--- config.mk ---
export PLATFORM = sky130hd
export DESIGN_NAME = spi_txn_arbiter
export DESIGN_NICKNAME = d
export VERILOG_FILES = /design/src/rtl/spi_arb_pkg.sv /design/src/rtl/spi_rr_arbiter.sv /design/src/rtl/spi_txn_arbiter.sv
export SDC_FILE = /design/constraint.sdc
export NUM_CORES = 1
export LEC_CHECK = 0
export CORE_UTILIZATION = 44
export DETAILED_ROUTE_END_ITERATION = 10
export PLACE_DENSITY = 0.89
export SYNTH_ARGS = -nofsm -noshare
export SYNTH_HDL_FRONTEND = slang
export SYNTH_SLANG_ARGS = --single-unit
--- constraint.sdc ---
create_clock -name clk_i -period 1.9 [get_ports clk_i]
set_input_delay 0.285 -clock clk_i [delete_from_list [all_inputs] [get_ports clk_i]]
set_output_delay 0.285 -clock clk_i [all_outputs]
set_load 0.02 [all_outputs]
--- src/rtl/spi_arb_pkg.sv ---
// Shared types and helpers for the SPI transaction arbiter.
package spi_arb_pkg;

  localparam int unsigned MAX_REQ   = 16;
  localparam int unsigned IDX_W     = 4;
  localparam int unsigned CNT_W_MIN = 1;

  typedef enum logic [2:0] {
    IDLE      = 3'd0,
    SETUP     = 3'd1,
    START     = 3'd2,
    WAIT_DONE = 3'd3,
    HOLD      = 3'd4
  } state_t;

  // Width of the shared setup/hold down-counter; never narrower than one bit.
  function automatic int unsigned cnt_width(input int unsigned setup, input int unsigned hold);
    int unsigned m;
    m = (setup > hold) ? setup : hold;
    return (m == 0) ? CNT_W_MIN : $clog2(m + 1);
  endfunction

  // First set request searching upward from last+1, wrapping modulo n.
  function automatic logic [IDX_W-1:0] rr_pick(input logic [MAX_REQ-1:0] req,
                                               input logic [IDX_W-1:0]   last,
                                               input int unsigned        n);
    logic [MAX_REQ-1:0] sh;
    int unsigned        c;
    logic [IDX_W-1:0]   idx;
    logic               found;
    idx   = '0;
    found = 1'b0;
    for (int unsigned i = 1; i <= MAX_REQ; i++) begin
      c  = (32'(last) + i) % n;
      sh = req >> c;
      if (!found && (i <= n) && sh[0]) begin
        idx   = IDX_W'(c);
        found = 1'b1;
      end
    end
    return idx;
  endfunction

endpackage

--- src/rtl/spi_rr_arbiter.sv ---
// Combinational round-robin picker: one-hot grant plus index of the winner.
module spi_rr_arbiter
  import spi_arb_pkg::*;
#(
  parameter int unsigned NUM_REQ = 4
) (
  input  logic [NUM_REQ-1:0] i_req,
  input  logic [IDX_W-1:0]   i_last,
  output logic [NUM_REQ-1:0] o_grant,
  output logic [IDX_W-1:0]   o_index,
  output logic               o_valid
);

  logic [MAX_REQ-1:0] w_req_ext;

  always_comb begin
    w_req_ext = MAX_REQ'(i_req);
    o_index   = rr_pick(w_req_ext, i_last, NUM_REQ);
    o_valid   = |i_req;
    o_grant   = o_valid ? (NUM_REQ'(1) << o_index) : '0;
  end

endmodule

--- src/rtl/spi_txn_arbiter.sv ---
// Round-robin sharing of one SPI master with per-requester chip selects.
// Optional WAIT_DONE watchdog enabled by defining SPI_ARB_TIMEOUT_EN.
module spi_txn_arbiter
  import spi_arb_pkg::*;
#(
  parameter int unsigned NUM_REQ        = 4,
  parameter int unsigned DATA_WIDTH     = 8,
  parameter int unsigned CS_SETUP       = 2,
  parameter int unsigned CS_HOLD        = 2,
  parameter int unsigned TIMEOUT_CYCLES = 64
) (
  input  logic                          clk_i,
  input  logic                          reset_i,
  input  logic [NUM_REQ-1:0]            req_i,
  input  logic [NUM_REQ*DATA_WIDTH-1:0] data_i,
  output logic [NUM_REQ-1:0]            gnt_o,
  output logic [NUM_REQ-1:0]            ack_o,
  output logic                          err_o,
  output logic                          busy_o,
  output logic [NUM_REQ-1:0]            cs_n_o,
  output logic                          spi_start_o,
  output logic [DATA_WIDTH-1:0]         spi_data_o,
  input  logic                          spi_done_i
);

  localparam int unsigned      CNT_W      = cnt_width(CS_SETUP, CS_HOLD);
  localparam logic [CNT_W-1:0] SETUP_LOAD = (CS_SETUP == 0) ? '0 : CNT_W'(CS_SETUP - 1);
  localparam logic [CNT_W-1:0] HOLD_LOAD  = (CS_HOLD == 0) ? '0 : CNT_W'(CS_HOLD - 1);

  if (NUM_REQ < 2 || NUM_REQ > MAX_REQ || DATA_WIDTH < 1 || TIMEOUT_CYCLES < 1) begin : g_bad_param
    $error("spi_txn_arbiter: illegal parameterisation");
  end

  state_t                r_state, w_state_nxt;
  logic [CNT_W-1:0]      r_cnt, w_cnt_nxt;
  logic [IDX_W-1:0]      r_sel, w_sel_nxt, r_last, w_last_nxt;
  logic [DATA_WIDTH-1:0] r_data, w_data_nxt;
  logic [NUM_REQ-1:0]    r_gnt, w_gnt_nxt, r_ack, w_ack_nxt, r_cs_n, w_cs_n_nxt;
  logic                  r_err, w_err_nxt, r_busy, w_busy_nxt, r_start, w_start_nxt;
  logic [NUM_REQ-1:0]    w_arb_grant, w_sel_oh;
  logic [IDX_W-1:0]      w_arb_idx;
  logic                  w_arb_valid, w_timeout, w_done_evt;

  spi_rr_arbiter #(.NUM_REQ(NUM_REQ)) u_rr (
    .i_req   (req_i),
    .i_last  (r_last),
    .o_grant (w_arb_grant),
    .o_index (w_arb_idx),
    .o_valid (w_arb_valid)
  );

`ifdef SPI_ARB_TIMEOUT_EN
  localparam int unsigned TO_W = $clog2(TIMEOUT_CYCLES + 1);
  logic [TO_W-1:0] r_to_cnt;

  always_ff @(posedge clk_i or posedge reset_i) begin
    if (reset_i)                  r_to_cnt <= '0;
    else if (r_state != WAIT_DONE) r_to_cnt <= '0;
    else                          r_to_cnt <= r_to_cnt + 1'b1;
  end

  assign w_timeout = (r_state == WAIT_DONE) && (r_to_cnt == TO_W'(TIMEOUT_CYCLES - 1));
`else
  assign w_timeout = 1'b0;
`endif

  assign w_done_evt = (r_state == WAIT_DONE) && (spi_done_i || w_timeout);
  assign w_sel_oh   = NUM_REQ'(1) << r_sel;

  always_ff @(posedge clk_i or posedge reset_i) begin
    if (reset_i) begin
      r_state <= IDLE;
      r_cnt   <= '0;
    end else begin
      r_state <= w_state_nxt;
      r_cnt   <= w_cnt_nxt;
    end
  end

  always_comb begin
    w_state_nxt = r_state;
    w_cnt_nxt   = r_cnt;
    unique case (r_state)
      IDLE: if (w_arb_valid) begin
        if (CS_SETUP == 0) w_state_nxt = START;
        else begin
          w_state_nxt = SETUP;
          w_cnt_nxt   = SETUP_LOAD;
        end
      end
      SETUP: if (r_cnt == '0) w_state_nxt = START;
             else             w_cnt_nxt   = r_cnt - 1'b1;
      START: w_state_nxt = WAIT_DONE;
      WAIT_DONE: if (w_done_evt) begin
        if (CS_HOLD == 0) w_state_nxt = IDLE;
        else begin
          w_state_nxt = HOLD;
          w_cnt_nxt   = HOLD_LOAD;
        end
      end
      HOLD: if (r_cnt == '0) w_state_nxt = IDLE;
            else             w_cnt_nxt   = r_cnt - 1'b1;
      default: w_state_nxt = IDLE;
    endcase
  end

  // Outputs are computed from the next state so their registers line up with it.
  always_comb begin
    w_sel_nxt  = r_sel;
    w_data_nxt = r_data;
    w_gnt_nxt  = '0;
    if (r_state == IDLE) begin
      if (w_arb_valid) begin
        w_sel_nxt = w_arb_idx;
        w_gnt_nxt = w_arb_grant;
        for (int unsigned k = 0; k < NUM_REQ; k++)
          if (w_arb_idx == IDX_W'(k)) w_data_nxt = data_i[k*DATA_WIDTH +: DATA_WIDTH];
      end
    end else if (w_state_nxt != IDLE) begin
      w_gnt_nxt = w_sel_oh;
    end
    w_cs_n_nxt  = ~w_gnt_nxt;
    w_busy_nxt  = (w_state_nxt != IDLE);
    w_start_nxt = (w_state_nxt == START);
    w_ack_nxt   = w_done_evt ? w_sel_oh : '0;
    w_err_nxt   = w_done_evt && w_timeout && !spi_done_i;
    w_last_nxt  = ((r_state != IDLE) && (w_state_nxt == IDLE)) ? r_sel : r_last;
  end

  always_ff @(posedge clk_i or posedge reset_i) begin
    if (reset_i) begin
      r_gnt   <= '0;
      r_ack   <= '0;
      r_err   <= 1'b0;
      r_busy  <= 1'b0;
      r_cs_n  <= '1;
      r_start <= 1'b0;
      r_data  <= '0;
      r_sel   <= '0;
      r_last  <= IDX_W'(NUM_REQ - 1);
    end else begin
      r_gnt   <= w_gnt_nxt;
      r_ack   <= w_ack_nxt;
      r_err   <= w_err_nxt;
      r_busy  <= w_busy_nxt;
      r_cs_n  <= w_cs_n_nxt;
      r_start <= w_start_nxt;
      r_data  <= w_data_nxt;
      r_sel   <= w_sel_nxt;
      r_last  <= w_last_nxt;
    end
  end

  assign gnt_o       = r_gnt;
  assign ack_o       = r_ack;
  assign err_o       = r_err;
  assign busy_o      = r_busy;
  assign cs_n_o      = r_cs_n;
  assign spi_start_o = r_start;
  assign spi_data_o  = r_data;

endmodule

==> results.json <==
{
  "drc_errors": 0,
  "synth_cell_types": 38,
  "clkSinkCount": 31,
  "worst_ep_required_time_ns": 2.05,
  "cts_setup_buffers": 0,
  "crit_buf_inv": 2,
  "drive_gt1_share_pct": 21.2,
  "power_mw": 3.73,
  "period_needed_ns": 1.81,
  "rr_worst_depth": 6,
  "seq_area_frac_synth_pct": 46.8,
  "maxCapViolCount": 0,
  "cp_data_arrival_time_ns": 1.96,
  "place_congestion": 0.775,
  "ctsRootBufferMaster": "clkbuf_8",
  "p_leak_nw": 1.12,
  "path_clk_slew_ns": 0.07,
  "vias": 1559,
  "cts_tree": "built",
  "power_density_nw_per_um2": 1450,
  "grt_pass1_vias": 1544,
  "yosysTopAreaCell": "dfrtp_1",
  "ys.flop_type": "dfrtp_1",
  "worst-path-max-fanout": 5,
  "finalHoldViolations": 0,
  "grt_use_total_pct": 22.0,
  "post-place-ws_ns": -0.251,
  "critical_path.slowest_cell": "or4_4",
  "num_antenna_cells": 0,
  "worst-path-stages": 6,
  "path_class": "in -> reg",
  "syn_inst": 164,
  "rsz0062_at_grt": "false",
  "critPathLaunchType": "primary input",
  "area_delta_synth_final_pct": 53.5,
  "io_buffers": 60,
  "syn-num-nets": 204,
  "async_reset_ff_share_pct": 100,
  "crit_family": "simple AND/OR/NAND/NOR gates",
  "num_rows": 22,
  "drt_first_iter_violations": 51,
  "grt.overflow.total": 0,
  "fmax_mhz": 552,
  "detail-route-antenna-nets": 0,
  "yosysMostFrequentCell": "dfrtp_1",
  "final_cells": 293,
  "wl_per_cell_um": 14.1,
  "clk_latency_ns": 0.29,
  "grt_max_degree": 32,
  "die_area_um2": 4050,
  "viasPerCell": 5.32,
  "path_cells": "clkdlybuf4s50_1, or4_4, nand3b_2, nand3b_1, buf_4, o211ai_1",
  "finalCritPeriodShare_pct": 95.4,
  "place_hpwl_mm": 2.99,
  "h-tree-depth": 2,
  "cts_buffer_depth": 2,
  "first_pass_iters": 4,
  "irDropWorstVdd_mv": 0.654,
  "ios": 62,
  "synth_edf_count": 0,
  "dp_cells": 285,
  "critPathMaxStageDelay_ns": 0.58,
  "antenna_found_initial": 0,
  "hold_slack_ns": 0.377,
  "synth_area_leaders": "dfrtp_1, dfstp_2, a21bo_1",
  "fin_ws_ns": 0.0875,
  "avgSynthCellArea_um2": 10.2,
  "min_path_type": "in -> async",
  "die_w_um": 63.7,
  "ys_ff_latch": 31,
  "fin_util_pct": 70.1,
  "synthTopCellsByCount": "dfrtp_1, nand2_1, nor2_1, o31ai_1",
  "synth.top_cell.area_share_pct": 37.4,
  "outcome": "completed",
  "skew_ns": 0.00858,
  "setup_viol": 0,
  "ys_warn_count": 0,
  "critPathCaptureType": "flop",
  "cts_made_buffers": 5,
  "initial_core_util_pct": 45.7,
  "core-area_um2": 3660,
  "die_h_um": 63.7,
  "routed_wl_mm": 4.14,
  "grt_pass1_wl_mm": 6.85,
  "nets": 284,
  "maxSlewViolCount": 0,
  "netlist_area_um2": 1670
}
-- routing by layer --
metal	up-vias	GRT usage, %	wire length, µm	part of all wire [%]
li1	748	-	-	-
met1	753	27.3	1820	44
met2	48	36.0	2060	50
met3	10	5.80	177	4.3
met4	0	8.81	81	2.0
met5	-	0	0	0
-- registers in the layout (all words and copies together), names as in the netlist --
name and count:
spi_start_o 1, r_state 3, gnt_o 4, spi_data_o 8
cs_n_o 4, r_last 2, ack_o 4, r_sel 2
r_cnt 2, busy_o 1
-- final cells by class --
class                   instances  area, µm²
clock buffers                   8        100
fillers                       269       1090
inverters                       6       22.5
multi-input cells             115        813
flip-flops and latches         31        783
well taps                      48       60.1
repair buffers                 85        788
-- cells by family after synthesis --
group,count (synthesis),share of synthesized area (%)
adder cells (fa/ha/maj),1,0.748
flip-flops,31,46.8
buffers and inverters,18,5.24
AND/OR/NAND/NOR,54,16.9
multiplexers,11,7.03
other,1,0.224
AO/OA/AOI/OAI,48,23.0
-- tightest hold or removal path, delay by kind of cell --
kind	cells	cell delay, ns
buffers and inverters	3	0.78
-- report_power, final --
| group | internal [mW] | switching, mW | total, mW |
|---|---|---|---|
| Clock | 0.330 | 0.238 | 0.568 |
| Sequential | 0.952 | 0.155 | 1.11 |
| Combinational | 1.04 | 1.01 | 2.05 |
-- final timing paths --
path	start	end	slack, ns
max	req_i[3]	spi_data_o[5]$_DFFE_PP0P_	0.09
min	reset_i	spi_data_o[6]$_DFFE_PP0P_	0.38
max reg2reg	r_last[0]$_DFFE_PP1P_	gnt_o[3]$_DFF_PP0_	0.13
min reg2reg	spi_data_o[1]$_DFFE_PP0P_	spi_data_o[1]$_DFFE_PP0P_	0.51
max in group asynchronous	reset_i	cs_n_o[2]$_DFF_PP1_	1.20
min in group clk_i	spi_data_o[1]$_DFFE_PP0P_	spi_data_o[1]$_DFFE_PP0P_	0.51
-- cells in the final DEF (no fill, tap or decap), types with 4 or more instances in the layout --
master           Yosys  layout
a21bo_1              8       8
buf_4                4      25
clkbuf_8             0       7
clkdlybuf4s50_1      0      60
dfrtp_1             25      25
dfstp_2              6       6
inv_1                4       4
mux2i_1              8       8
nand2_1             18      18
nand2b_1             5       5
nand4_1              8       8
nor2_1               9       9
nor3_1               4       4
o211ai_1             8       8
o21a_1               6       6
o21ai_1              5       5
o31ai_1              9       9
-- what timing repair did --
item	CTS	global route
resized for setup	0	2
setup endpoints to repair	0	13
hold buffers	0	0
-- stage by stage --
| stage | cell area [µm²] | setup TNS (ns) |
|---|---|---|
| floorplan | 1670 | 0 |
| global placement | 2460 | -2.38 |
| detailed placement | 2460 | -3.19 |
| CTS | 2560 | 0 |
| global route | 2570 | 0 |
| finish | 2570 | 0 |
No activity file was read; power rests on OpenSTA's default activity.
